**src/rtl/memory_32_7_arbiter_if.sv**
```systemverilog
// Bundle of the two requester ports, the shared read-return data and the
// memory_32_7 wrapper drive signals seen by the arbiter.
interface memory_32_7_arbiter_if #(
    parameter int ADDR_W = 7,
    parameter int DATA_W = 32
);
    logic              req0_vld;
    logic              req0_wr;
    logic [ADDR_W-1:0] req0_address;
    logic [DATA_W-1:0] req0_wr_data;
    logic              req0_rdy;
    logic              req0_rd_data_vld;

    logic              req1_vld;
    logic              req1_wr;
    logic [ADDR_W-1:0] req1_address;
    logic [DATA_W-1:0] req1_wr_data;
    logic              req1_rdy;
    logic              req1_rd_data_vld;

    logic [DATA_W-1:0] rd_data;

    logic              m_wr_vld;
    logic [ADDR_W-1:0] m_wr_address;
    logic [DATA_W-1:0] m_wr_data;
    logic [ADDR_W-1:0] m_rd_address;
    logic [DATA_W-1:0] m_rd_data;

    // arbiter side
    modport slave (
        input  req0_vld, req0_wr, req0_address, req0_wr_data,
        output req0_rdy, req0_rd_data_vld,
        input  req1_vld, req1_wr, req1_address, req1_wr_data,
        output req1_rdy, req1_rd_data_vld,
        output rd_data,
        output m_wr_vld, m_wr_address, m_wr_data, m_rd_address,
        input  m_rd_data
    );

    // requesters plus memory side, as seen from outside the arbiter
    modport master (
        output req0_vld, req0_wr, req0_address, req0_wr_data,
        input  req0_rdy, req0_rd_data_vld,
        output req1_vld, req1_wr, req1_address, req1_wr_data,
        input  req1_rdy, req1_rd_data_vld,
        input  rd_data,
        input  m_wr_vld, m_wr_address, m_wr_data, m_rd_address,
        output m_rd_data
    );
endinterface

```
**src/rtl/memory_32_7_arbiter.sv**
```systemverilog
// Two-requester arbiter in front of one memory_32_7 (1W + 1R per cycle,
// 2-cycle read latency). Writes and reads are arbitrated independently,
// each round-robin on contested cycles only. A {vld, id} shift register
// as deep as the read latency steers the returning data to its issuer.
module memory_32_7_arbiter #(
    parameter int ADDR_W = 7,
    parameter int DATA_W = 32,
    parameter int RD_LAT = 2
) (
    input  logic                   clk,
    input  logic                   reset,
    memory_32_7_arbiter_if.slave   bus
);

    logic wr_cand0, wr_cand1;
    logic rd_cand0, rd_cand1;
    logic wr_gnt0, wr_gnt1;
    logic rd_gnt0, rd_gnt1;

    // 1 = requester 1 won the last contested grant, so requester 0 wins next
    logic wr_last;
    logic rd_last;

    // index 0 is loaded from the read grant, index RD_LAT-1 lines up with m_rd_data
    logic [RD_LAT-1:0] pipe_vld;
    logic [RD_LAT-1:0] pipe_id;

    logic [ADDR_W-1:0] wr_address_sel;
    logic [DATA_W-1:0] wr_data_sel;
    logic [ADDR_W-1:0] rd_address_sel;

    // candidate qualification and round-robin grant; nothing is granted in reset
    always_comb begin
        wr_cand0 = bus.req0_vld &  bus.req0_wr & ~reset;
        wr_cand1 = bus.req1_vld &  bus.req1_wr & ~reset;
        rd_cand0 = bus.req0_vld & ~bus.req0_wr & ~reset;
        rd_cand1 = bus.req1_vld & ~bus.req1_wr & ~reset;

        wr_gnt0  = wr_cand0 & (~wr_cand1 |  wr_last);
        wr_gnt1  = wr_cand1 & (~wr_cand0 | ~wr_last);
        rd_gnt0  = rd_cand0 & (~rd_cand1 |  rd_last);
        rd_gnt1  = rd_cand1 & (~rd_cand0 | ~rd_last);
    end

    // steer the grantees' address/data onto the memory ports, zero when idle
    always_comb begin
        wr_address_sel = '0;
        wr_data_sel    = '0;
        rd_address_sel = '0;
        if (wr_gnt0) begin
            wr_address_sel = bus.req0_address;
            wr_data_sel    = bus.req0_wr_data;
        end else if (wr_gnt1) begin
            wr_address_sel = bus.req1_address;
            wr_data_sel    = bus.req1_wr_data;
        end
        if (rd_gnt0) begin
            rd_address_sel = bus.req0_address;
        end else if (rd_gnt1) begin
            rd_address_sel = bus.req1_address;
        end
    end

    assign bus.m_wr_vld     = wr_gnt0 | wr_gnt1;
    assign bus.m_wr_address = wr_address_sel;
    assign bus.m_wr_data    = wr_data_sel;
    assign bus.m_rd_address = rd_address_sel;

    // a requester carries one command per cycle, so either grant accepts it
    assign bus.req0_rdy = wr_gnt0 | rd_gnt0;
    assign bus.req1_rdy = wr_gnt1 | rd_gnt1;

    assign bus.req0_rd_data_vld = pipe_vld[RD_LAT-1] & ~pipe_id[RD_LAT-1];
    assign bus.req1_rd_data_vld = pipe_vld[RD_LAT-1] &  pipe_id[RD_LAT-1];
    assign bus.rd_data          = bus.m_rd_data;

    // round-robin state only moves when both requesters competed
    always_ff @(posedge clk or posedge reset) begin
        if (reset) begin
            wr_last <= 1'b1;
            rd_last <= 1'b1;
        end else begin
            if (wr_cand0 && wr_cand1) begin
                wr_last <= wr_gnt1;
            end
            if (rd_cand0 && rd_cand1) begin
                rd_last <= rd_gnt1;
            end
        end
    end

    // in-flight read tracker; reset drops everything still in flight
    always_ff @(posedge clk or posedge reset) begin
        if (reset) begin
            pipe_vld <= '0;
            pipe_id  <= '0;
        end else begin
            pipe_vld[0] <= rd_gnt0 | rd_gnt1;
            pipe_id[0]  <= rd_gnt1;
            for (int i = 1; i < RD_LAT; i++) begin
                pipe_vld[i] <= pipe_vld[i-1];
                pipe_id[i]  <= pipe_id[i-1];
            end
        end
    end

endmodule
```
**src/flat_wrapper.sv**
```systemverilog
// flat-port wrapper written by rule: the top's interface ports become plain ports
module memory_32_7_arbiter_flat 
#(
    parameter int ADDR_W = 7,
    parameter int DATA_W = 32,
    parameter int RD_LAT = 2
)
  (clk, reset, bus_req0_vld, bus_req0_wr, bus_req0_address, bus_req0_wr_data, bus_req0_rdy, bus_req0_rd_data_vld, bus_req1_vld, bus_req1_wr, bus_req1_address, bus_req1_wr_data, bus_req1_rdy, bus_req1_rd_data_vld, bus_rd_data, bus_m_wr_vld, bus_m_wr_address, bus_m_wr_data, bus_m_rd_address, bus_m_rd_data);
  memory_32_7_arbiter_if #(.ADDR_W(ADDR_W), .DATA_W(DATA_W)) bus_i ();
  input  logic clk;
  input  logic reset;
  input wire logic [$bits(bus_i.req0_vld)-1:0] bus_req0_vld;
  input wire logic [$bits(bus_i.req0_wr)-1:0] bus_req0_wr;
  input wire logic [$bits(bus_i.req0_address)-1:0] bus_req0_address;
  input wire logic [$bits(bus_i.req0_wr_data)-1:0] bus_req0_wr_data;
  output wire logic [$bits(bus_i.req0_rdy)-1:0] bus_req0_rdy;
  output wire logic [$bits(bus_i.req0_rd_data_vld)-1:0] bus_req0_rd_data_vld;
  input wire logic [$bits(bus_i.req1_vld)-1:0] bus_req1_vld;
  input wire logic [$bits(bus_i.req1_wr)-1:0] bus_req1_wr;
  input wire logic [$bits(bus_i.req1_address)-1:0] bus_req1_address;
  input wire logic [$bits(bus_i.req1_wr_data)-1:0] bus_req1_wr_data;
  output wire logic [$bits(bus_i.req1_rdy)-1:0] bus_req1_rdy;
  output wire logic [$bits(bus_i.req1_rd_data_vld)-1:0] bus_req1_rd_data_vld;
  output wire logic [$bits(bus_i.rd_data)-1:0] bus_rd_data;
  output wire logic [$bits(bus_i.m_wr_vld)-1:0] bus_m_wr_vld;
  output wire logic [$bits(bus_i.m_wr_address)-1:0] bus_m_wr_address;
  output wire logic [$bits(bus_i.m_wr_data)-1:0] bus_m_wr_data;
  output wire logic [$bits(bus_i.m_rd_address)-1:0] bus_m_rd_address;
  input wire logic [$bits(bus_i.m_rd_data)-1:0] bus_m_rd_data;
  assign bus_i.req0_vld = bus_req0_vld;
  assign bus_i.req0_wr = bus_req0_wr;
  assign bus_i.req0_address = bus_req0_address;
  assign bus_i.req0_wr_data = bus_req0_wr_data;
  assign bus_req0_rdy = bus_i.req0_rdy;
  assign bus_req0_rd_data_vld = bus_i.req0_rd_data_vld;
  assign bus_i.req1_vld = bus_req1_vld;
  assign bus_i.req1_wr = bus_req1_wr;
  assign bus_i.req1_address = bus_req1_address;
  assign bus_i.req1_wr_data = bus_req1_wr_data;
  assign bus_req1_rdy = bus_i.req1_rdy;
  assign bus_req1_rd_data_vld = bus_i.req1_rd_data_vld;
  assign bus_rd_data = bus_i.rd_data;
  assign bus_m_wr_vld = bus_i.m_wr_vld;
  assign bus_m_wr_address = bus_i.m_wr_address;
  assign bus_m_wr_data = bus_i.m_wr_data;
  assign bus_m_rd_address = bus_i.m_rd_address;
  assign bus_i.m_rd_data = bus_m_rd_data;
  memory_32_7_arbiter #(.ADDR_W(ADDR_W), .DATA_W(DATA_W), .RD_LAT(RD_LAT)) u_core (.clk(clk), .reset(reset), .bus(bus_i));
endmodule
```
**config.mk**
```make
export PLATFORM = sky130hd
export DESIGN_NAME = memory_32_7_arbiter_flat
export DESIGN_NICKNAME = d
export VERILOG_FILES = /design/src/rtl/memory_32_7_arbiter_if.sv /design/src/rtl/memory_32_7_arbiter.sv /design/src/flat_wrapper.sv
export SDC_FILE = /design/constraint.sdc
export NUM_CORES = 1
export LEC_CHECK = 0
export CAP_MARGIN = 0
export CORE_MARGIN = 2
export CORE_UTILIZATION = 19
export CTS_CLUSTER_DIAMETER = 50
export CTS_CLUSTER_SIZE = 8
export DETAILED_ROUTE_END_ITERATION = 16
export MAX_ROUTING_LAYER = met4
export PLACE_DENSITY = 0.77
export REMOVE_ABC_BUFFERS = 1
export SYNTH_ARGS = -nofsm -noshare
export SYNTH_HDL_FRONTEND = slang
export SYNTH_SLANG_ARGS = --single-unit
```
**constraint.sdc**
```tcl
create_clock -name clk -period 1.5 [get_ports clk]
set_input_delay 0.3 -clock clk [delete_from_list [all_inputs] [get_ports clk]]
set_output_delay 0.3 -clock clk [all_outputs]
set_load 0.03 [all_outputs]
```
## Word-level counts from Yosys, hierarchy flattened

Index checks and enable logic that the tools add are counted.

- Multiplexer cells: 6
- Bitwise logic cells: 32
- Reduce and logical (&&, ||, !) cells: 2

Operators with widths:

| operator | count |
|---|---|
| $mux 32 | 2 |
| $mux 7 | 4 |
| $and 1x1->1 | 14 |
| $not 1->1 | 10 |
| $or 1x1->1 | 8 |
| $logic_and 1x1->1 | 2 |

- Register bits after elaboration: 6
- Input bits: 116
- Output and inout bits: 83
- Logic and storage cells: 44

## Logic depth before layout (Yosys ltp)

- Depth after elaboration: 8
- Depth in mapped cells: 5
- Mapped depth without buffers: 3

## Worst setup path before layout

No wires, ideal clock.

- Path type: register to output
- From: reg u_core.wr_last
- To: out bus_m_wr_address[0]
- Arrival: 1579 ps
- Required time: 1200 ps
- Path slack: -379 ps
- Cell stages (with the launch flop): 5
- Buffers on the path: 1
- Path through: dfstp_2 > and3b_1 > or2_1 > buf_2 > o22ai_1

- Longest elaborated chain between the ends: 5
- Elaborated cells between the ends (all ways): 7
- Classes of those cells: mux (2); bitwise (5)

RTL lines:

| item | RTL line | text |
|---|---|---|
| start, declared | memory_32_7_arbiter.sv:21 | `logic wr_last;` |
| start signal, assigned | memory_32_7_arbiter.sv:84 | `wr_last <= wr_gnt1;` |
| $not 1->1 | memory_32_7_arbiter.sv:40 | `wr_gnt1 = wr_cand1 & (~wr_cand0 \| ~wr_last);` |
| $or 1x1->1 | memory_32_7_arbiter.sv:40 |  |
| $and 1x1->1 | memory_32_7_arbiter.sv:40 |  |
| $mux 7 | memory_32_7_arbiter.sv:53 | `end else if (wr_gnt1) begin` |
| $mux 7 * | memory_32_7_arbiter.sv:50 | `if (wr_gnt0) begin` |
| end, declared | flat_wrapper.sv:26 | `output wire logic [$bits(bus_i.m_wr_address)-1:0] bus_m_wr_address;` |

Every way passes the cells marked *; elsewhere a longest branch is shown, timed or not.

## Worst setup path in the final report

- From: reg u_core.wr_last
- To: out bus_m_wr_data[1]

- Longest elaborated chain between the ends: 5
- Elaborated cells between the ends (all ways): 7
- Classes of those cells: mux (2); bitwise (5)

RTL lines:

| item | RTL line | text |
|---|---|---|
| $not 1->1 | memory_32_7_arbiter.sv:40 |  |
| $or 1x1->1 | memory_32_7_arbiter.sv:40 |  |
| $and 1x1->1 | memory_32_7_arbiter.sv:40 |  |
| $mux 32 | memory_32_7_arbiter.sv:53 |  |
| $mux 32 * | memory_32_7_arbiter.sv:50 |  |
| end, declared | flat_wrapper.sv:27 | `output wire logic [$bits(bus_i.m_wr_data)-1:0] bus_m_wr_data;` |

Marked as above.

==> results.txt <==
CTS sink cnt: 6
Register share of total power: 17.3%
CTS clock-pin slew for the worst setup and hold paths: 0.04 ns
Layout cells sized above 1: 39.3%
Max stage delay on crit path: 0.54 ns
Cell variety after synth: 27
Startpoint Class: flop
Via density: 4.74
Pre-antenna DRT Iters: 4
P&R area growth vs syn: 135%
Peak supply drop: 0.000304 V
Crit. End Element: output port
Mux share of post-synthesis cell area: 0%
GRT Resource Usage Total: 18.0%
Hold crit path type: reg -> reg
Final Setup Violations: 48
Critical-path cell list: and3b_2, nor3_4, buf_12, a22o_1, buf_6
Diode count: 0
CTS H-Tree Depth: 1
Clock latency on the worst-skew pair: 0.22 ns
Clock buffer depth: 2
Post-route clock skew: 0.000741 ns
Critical path buffers and inverters: 2
Worst Tran Pin Value: 0.333 ns
WS Path Type: reg -> out
RePlAce Congestion: 0.752
#FFs+latches synth: 6
LEAKAGE: 0.00109 µW
IO Count: 199
Main combinational cell family by area after synthesis: compound AO/OA/AOI/OAI gates
Largest delay contributor family on the critical path: flip-flops
Pwr Total: 1440 µW
Cell area after synthesis: 1100 µm²
P per Cell Area: 556 nW/µm²
CP max FO: 32
XOR/XNOR Fraction of Synth Area: 1.59%
Syn avg cell area: 8.31 µm²
Most frequent cells in the layout: clkdlybuf4s50_1 (78), buf_6 (44), a22o_1 (32)
Average wire per standard cell: 19.2 µm
Power share of the clock group: 16.5%
DP Cell Count: 310
Worst Path Arrival: 1.72 ns
CTS buffer count: 3
Fmax: 0.494 GHz
Warnings from Yosys: 0
Initial antenna violation count: 0
Vias in the first global route: 1534
Post-synthesis compound-gate area fraction: 38.2%
Slowest-stage cell, CP: dfstp_2
Vias: 1512
Rows: 27
Final WL: 6120 µm
Net Sw Frac: 36.8%
Dpl hpwl: 4440 µm
DIE HEIGHT: 80.3 µm
Crit share post-route: 135%
Final Hold Fails: 0
Simple-Gate Fraction of Synth Area: 14.8%
Setup TNS: -20.22 ns
Status: finished, violations left
Internal: 911 µW
# fillers: 547
Fin crit period: 2.02 ns
Switching pwr: 531 µW
Remaining DRCs: 0
Final net count: 365
Post-DRT Antenna Nets: 0
Core area: 5570 µm²
Most common cell after layout, fill and taps aside: clkdlybuf4s50_1
Layout Cells excl Fill: 319
Synth Instances: 133
DIE WIDTH: 80.3 µm
Input/output buffers: 134
Initial Utilization: 19.8%
Post-synthesis adder-cell area fraction: 0%
Slew Limit Headroom: 77.7%
Max cap viols: 0
Largest net degree at the start of global routing: 33
Logic pwr share: 66.2%
CTS root buffer: clkbuf_8
CTS tree: done
Cts hold-fix bufs: 0
Initial DRC count: 25
First-pass GRT wire length: 8370 µm
RSZ-0062 raised after global routing: true
Place WS: -0.522 ns
Crit path required time: 1.20 ns
Failing checks: setup timing
Seq/Total Area, Yosys: 13.8%
Total gr overflow: 0
Die footprint: 6440 µm²
Final count of pins violating max slew: 0
Final worst setup slack: -0.523 ns
[cell usage after synthesis (all sizes together)]
master   n  share of area, %
clkbuf   1              0.34
o21bai   4               3.4
nor2b    1              0.57
a21oi    2              0.91
a22o    32                25
xnor2    1              0.79
and2     1              0.57
xor2     1              0.79
or2      2               1.1
dfrtp    4               9.1
nor2     1              0.34
nand2b   2               1.1
and3b    1              0.79
and3     1               1.0
dfstp    2               4.8
nand2   16               5.4
inv      2              0.68
nor3     4               3.9
buf     41                31
o22ai   14               8.5
[repair_timing]
action	4_1_cts	5_1_grt
cloned	2	0
setup endpoints to repair	51	48
buffers inserted	3	1
resized for setup	70	14
pin swaps	18	3
[per-layer routing]
metal	part of all wire, %	global-route usage [%]
met5	0	-
met4	0.18	2.03
met3	13	10.9
met2	48	28.4
met1	38	20.1
[registers in the layout, indices dropped and copies added, names as in the netlist]
name	cells
u_core.pipe_id	2
u_core.pipe_vld	2
u_core.rd_last	1
u_core.wr_last	1
[area by class of cell]
class	instances	area [µm²]	share of cell area, %
Clock buffer	3	41.3	1.59
Tap cell	72	90.1	3.47
Inverter	2	12.5	0.482
Sequential cell	6	153	5.89
Timing Repair Buffer	151	1540	59.3
Timing Repair inverter	1	7.51	0.289
Multi-Input combinational cell	84	751	28.9
[metrics by stage]
stage | area [µm²] | utilization, % | hold slack [ns]
final | 2590 | 46.5 | 0.341
after global routing | 2590 | 46.5 | 0.349
after CTS | 2530 | 45.4 | 0.343
after detailed placement | 2190 | 39.4 | 0.336
after global placement | 2190 | 39.4 | 0.333
after floorplan | 763 | - | 0.119
[cell families after synthesis]
logic type	after synthesis
AO/OA/AOI/OAI	52
buffers and inverters	44
AND/OR/NAND/NOR	29
flip-flops	6
XOR/XNOR	2
[power by group through the flow]
| stage | logic (µW) | clock network, µW | registers [µW] |
|---|---|---|---|
| after detailed placement | 792 | 0 | 243 |
| final | 955 | 238 | 249 |
| after CTS | 920 | 247 | 246 |
| after global routing | 1010 | 259 | 256 |
| after floorplan | 365 | 0 | 235 |
| after global placement | 785 | 0 | 239 |
[path summary, 6_finish.rpt]
check	startpoint	endpoint	slack, ns	cells after the start
worst max-delay path	u_core.wr_last	bus_m_wr_data[1]	-0.52	5
worst min-delay path	u_core.pipe_vld[0]	u_core.pipe_vld[1]	0.34	0
worst max register to register	u_core.rd_last	u_core.pipe_id[0]	0.43	4
worst min register to register	u_core.pipe_vld[0]	u_core.pipe_vld[1]	0.34	0
max in group asynchronous	reset	u_core.rd_last	0.93	4
min in group asynchronous	reset	u_core.pipe_id[1]	0.37	4
Power figures use the tool's default switching activity.
